**src/rtl/reg_file.sv**
```systemverilog
// Register file with a registered read port and write-wins collision.
// Define REG_FILE_RDVALID_EN to add the read_valid strobe output.
module reg_file #(
  parameter int ADDR_WIDTH = 3,
  parameter int RF_DEPTH   = 8,
  parameter int RF_WIDTH   = 16
) (
  input  logic                  CLK,
  input  logic                  RST,
  input  logic [ADDR_WIDTH-1:0] address,
  input  logic                  write_enable,
  input  logic                  read_enable,
  input  logic [RF_WIDTH-1:0]   write_data,
`ifdef REG_FILE_RDVALID_EN
  output logic                  read_valid,
`endif
  output logic [RF_WIDTH-1:0]   read_data
);

  logic [RF_WIDTH-1:0] mem_q [RF_DEPTH];
  logic [RF_WIDTH-1:0] mem_d [RF_DEPTH];
  logic [RF_WIDTH-1:0] rd_q;
  logic [RF_WIDTH-1:0] rd_d;
  logic                rd_acc;

  // A read is taken only when no write competes for the cycle.
  assign rd_acc = read_enable & ~write_enable;

  // Next storage state; addresses past the last word match nothing.
  always_comb begin
    for (int i = 0; i < RF_DEPTH; i++) begin
      mem_d[i] = mem_q[i];
      if (write_enable &&
          address == i[ADDR_WIDTH-1:0]) begin
        mem_d[i] = write_data;
      end
    end
  end

  // Read mux; an out-of-range address yields zero.
  always_comb begin
    rd_d = rd_q;
    if (rd_acc) begin
      rd_d = '0;
      for (int i = 0; i < RF_DEPTH; i++) begin
        if (address == i[ADDR_WIDTH-1:0]) begin
          rd_d = mem_q[i];
        end
      end
    end
  end

  // Storage and read register, cleared asynchronously.
  always_ff @(posedge CLK or posedge RST) begin
    if (RST) begin
      for (int i = 0; i < RF_DEPTH; i++) begin
        mem_q[i] <= '0;
      end
      rd_q <= '0;
    end else begin
      for (int i = 0; i < RF_DEPTH; i++) begin
        mem_q[i] <= mem_d[i];
      end
      rd_q <= rd_d;
    end
  end

  assign read_data = rd_q;

`ifdef REG_FILE_RDVALID_EN
  logic rv_q;

  // One-cycle strobe following each accepted read.
  always_ff @(posedge CLK or posedge RST) begin
    if (RST) begin
      rv_q <= 1'b0;
    end else begin
      rv_q <= rd_acc;
    end
  end

  assign read_valid = rv_q;
`endif

endmodule

```
**config.mk**
```make
export PLATFORM = sky130hd
export DESIGN_NAME = reg_file
export DESIGN_NICKNAME = d
export VERILOG_FILES = /design/src/rtl/reg_file.sv
export SDC_FILE = /design/constraint.sdc
export NUM_CORES = 1
export LEC_CHECK = 0
export CORE_UTILIZATION = 55
export CTS_BUF_LIST = sky130_fd_sc_hd__clkbuf_4
export DETAILED_ROUTE_END_ITERATION = 6
export PLACE_DENSITY = 0.85
export SLEW_MARGIN = 20
export SYNTH_ARGS = -nofsm -noshare
export SYNTH_HDL_FRONTEND = slang
export SYNTH_SLANG_ARGS = --single-unit
```
**constraint.sdc**
```tcl
create_clock -name CLK -period 5.75 [get_ports CLK]
set_input_delay 1.15 -clock CLK [delete_from_list [all_inputs] [get_ports CLK]]
set_output_delay 1.15 -clock CLK [all_outputs]
set_load 0.1 [all_outputs]
```
==> summary.log <==
INFO  place          dpl_cell_area=7090µm²
INFO  cells_and_area finish.instance_area=7370µm²
INFO  global_routing wire_length_of_the_first_global_routing_pass=24000µm
INFO  synth          synth_area_leader_cell=dfrtp_1
INFO  critical_path  critPathLaunchType=register
INFO  global_routing grt_max_degree=120
INFO  clock_network  postCtsSetupRepairBufs=0
INFO  synth          synthSimpleGateAreaFrac=7.06%
INFO  route          drtAntennaViolNets=0
INFO  floorplanning  ios=39
INFO  sta            totalNegativeSetupSlack=0ns
INFO  clock_network  ctsHoldBuffers=0
INFO  sta            fin_worst_skew=0.00871ns
INFO  clock_network  cts.sinks=144
INFO  cells_and_area antenna-diode-count=0
INFO  cells_and_area final.fill_count=921
INFO  clock_network  tritoncts_clock_tree=done
INFO  synth          post_synth_fa_ha_maj_area_fraction=0%
INFO  synth          synth_cells=511
INFO  clock_network  root_buffer=clkbuf_4
INFO  synth          synth_xor_area_share=0%
INFO  route          first_pass_iters=4
INFO  min_path       hold_path.startpoint=mem_q[8]
INFO  power_and_ir_drop finalPower=2.62mW
INFO  synth          synth_top_family_by_area=multiplexers
INFO  route          drcViolationCount=0
INFO  route          postRouteWirelength=14500µm
INFO  synth          synth_compound_gate_area_share=9.53%
INFO  cells_and_area final_net_count=561
INFO  sta            number_of_slew_limit_violations_in_the_final_report=0
INFO  synth          synthesis.area=6730µm²
INFO  min_path       worstHoldPathCells=1
INFO  critical_path  r2r_setup_slack=4.40ns
INFO  synth          synth-warning-count=0
INFO  place          globalplace.congestion=0.749
INFO  critical_path  worstPathRequired=4.60ns
INFO  critical_path  timing.critical_path.slowest_stage_cell=clkdlybuf4s50_1
INFO  place          count_of_buffers_inserted_at_the_top_level_ports=38
INFO  clock_network  postCtsResizedCells=0
INFO  cells_and_area most_common_cell_after_layout_fill_and_taps_aside=dfrtp_1
INFO  synth          synth_seq_cells=144
INFO  sta            tightestPinTransition=1.14ns
INFO  critical_path  worst-setup-path-type=register to output pin
INFO  synth          yosys-mux-area-fraction=26.3%
INFO  floorplanning  floorplan.initialDensity=56.3%
INFO  global_routing grt_antenna_before_repair=0
INFO  flow_run       cap_violations=0
INFO  cells_and_area layout.cells.most_common_list=dfrtp_1, mux2_2, o21ai_0
INFO  synth          netlist-cell-type-count=41
INFO  synth          synth_area_per_inst=13.2µm²
INFO  critical_path  crit_arrival=2.06ns
INFO  sta            finalHoldViolations=0
INFO  sta            report.final.setup_viol=0
INFO  sta            period_needed=3.21ns
INFO  cells_and_area finalCoreUtilization=61.6%
INFO  critical_path  worst_r2r_startpoint=mem_q[37]
INFO  synth          synth_area_leaders=dfrtp_1, mux2_2, o21ai_0
INFO  clock_network  cts_max_path_buffers=2
INFO  floorplanning  core=12000µm²
INFO  floorplanning  fp.dieArea=12700µm²
INFO  global_routing first_global_vias=4584
INFO  route          drt-vias-per-instance=6.11
INFO  place          post-dp-hpwl=8390µm
INFO  critical_path  critical_path.n_buffers_inverters=1
INFO  cells_and_area layout_cell_share_with_drive_strength_beyond_1=34.4%
INFO  synth          synth_nets=534
INFO  min_path       hold-path-endpoint=mem_q[8]
INFO  floorplanning  placementRows=40
INFO  critical_path  r2r-end=read_data[5]
INFO  floorplanning  dieHeight=113µm
INFO  sta            maxSlewHeadroom=24.0%
INFO  route          drtIter0Drc=278
INFO  clock_network  cts_max_level=4
INFO  critical_path  worst_setup_path_end_kind=output pin
INFO  synth          synth_top_area_share=53.5%
INFO  sta            fmax=312MHz
INFO  sta            grt_setup_unrepaired=false
INFO  critical_path  cp_cell_sequence=clkdlybuf4s50_1
INFO  clock_network  cts-buffers-inserted=17
INFO  route          avgRoutedWirePerCell=20.9µm
INFO  cells_and_area area_growth=9.51%
INFO  clock_network  clk_transition_reported_paths=0.11ns
INFO  route          num_vias=4252
INFO  critical_path  critical_path.top_delay_family=buffers and inverters
INFO  power_and_ir_drop vdd_drop_max=0.215mV
INFO  power_and_ir_drop pwr_density_cell=355nW/µm²
INFO  synth          synth.yosys.seq_area_share=53.5%
INFO  cells_and_area area.sequential=3600µm²
INFO  critical_path  reg2regPathDepth=4
INFO  clock_network  worst_skew_pair.late_latency=0.53ns
INFO  global_routing grt_ovf=0
INFO  power_and_ir_drop total_leakage_power=3.16nW
INFO  cells_and_area footprint_of_the_multi_input_gates=2890µm²
INFO  min_path       timing.hold.worst.class=register to register
INFO  critical_path  crit_path_max_fanout=2
INFO  floorplanning  die_width=113µm
INFO  global_routing grt_use_total=25.1%
INFO  critical_path  cp_slowest_stage_delay=1.14ns
INFO  sta            layout_worst_path_cycle_share=55.8%
INFO  status         run_status=complete, no violations
## synth_stat cells
library cell and instances:
a21o_1 12, a21oi_1 27, a221o_1 3, a221oi_1 12, a31oi_1 5, and3_1 4
and4b_1 2, buf_12 1, buf_2 12, buf_4 11, buf_6 4, clkbuf_1 8
dfrtp_1 144, inv_1 1, mux2_1 1, mux2_2 140, mux2i_1 16, mux4_2 1
nand2_1 3, nand2b_1 4, nand2b_4 1, nand3_1 2, nand3_2 1, nand3b_1 2
nand4_4 1, nand4b_4 2, nor2_1 24, nor2b_1 2, nor2b_2 1, nor3_4 2
nor3b_1 1, nor3b_2 1, nor3b_4 2, o211ai_1 1, o21a_1 2, o21ai_0 38
o21ai_1 1, o221ai_1 2, o22ai_1 1, o2bb2ai_1 1, or3_1 12
## final cells by class
type | count | share of cell area, %
sequential | 144 | 48.9
multi-input combinational | 330 | 39.2
timing repair buffer | 44 | 5.62
tap | 147 | 2.49
clock buffer | 20 | 2.04
clock inverter | 10 | 1.63
inverter | 1 | 0.153
## sequential cells by signal (all words and copies together), names as in the netlist
signal / flops
mem_q: 128
read_data: 16
## kinds of logic after synthesis
group,Yosys count
DFF,144
buffers and inverters,37
and+or+nand+nor,67
AOI/OAI and AO/OA,105
muxes,158
## report_power, final
group	total [mW]	leakage [nW]	switching, mW	internal [mW]
Clock	0.631	0.152	0.327	0.304
Combinational	0.637	1.28	0.358	0.278
Sequential	1.35	1.72	0.117	1.23
## metrics by stage
step | setup WS, ns | hold WS (ns) | cells
floorplan | 0.734 | 0.457 | 511
global placement | 2.14 | 0.470 | 665
detailed placement | 2.09 | 0.480 | 665
CTS | 2.49 | 0.503 | 695
global route | 2.45 | 0.525 | 696
finish | 2.54 | 0.507 | 696
## worst max path at each step
| stage | from | endpoint | slack (ns) | cells past startpoint |
|---|---|---|---|---|
| after floorplan | RST | mem_q[0] | 0.73 | 1 |
| after global placement | write_enable | read_data[4] | 2.14 | 5 |
| after detailed placement | write_enable | mem_q[87] | 2.09 | 4 |
| after CTS | read_data[15] | read_data[15] | 2.49 | 1 |
| after global routing | read_data[3] | read_data[3] | 2.45 | 1 |
| final | read_data[3] | read_data[3] | 2.54 | 1 |
## layer usage
layer / share of wire, % / up-vias / global-route usage [%] / wire [µm]
met2: 51 / 128 / 41.4 / 7370
met4: 0.65 / 0 / 7.64 / 95
li1: - / 1936 / - / -
met5: 0 / - / 0 / 0
met3: 6.7 / 8 / 5.62 / 968
met1: 42 / 2180 / 33.3 / 6100
Power figures use the tool's default switching activity.
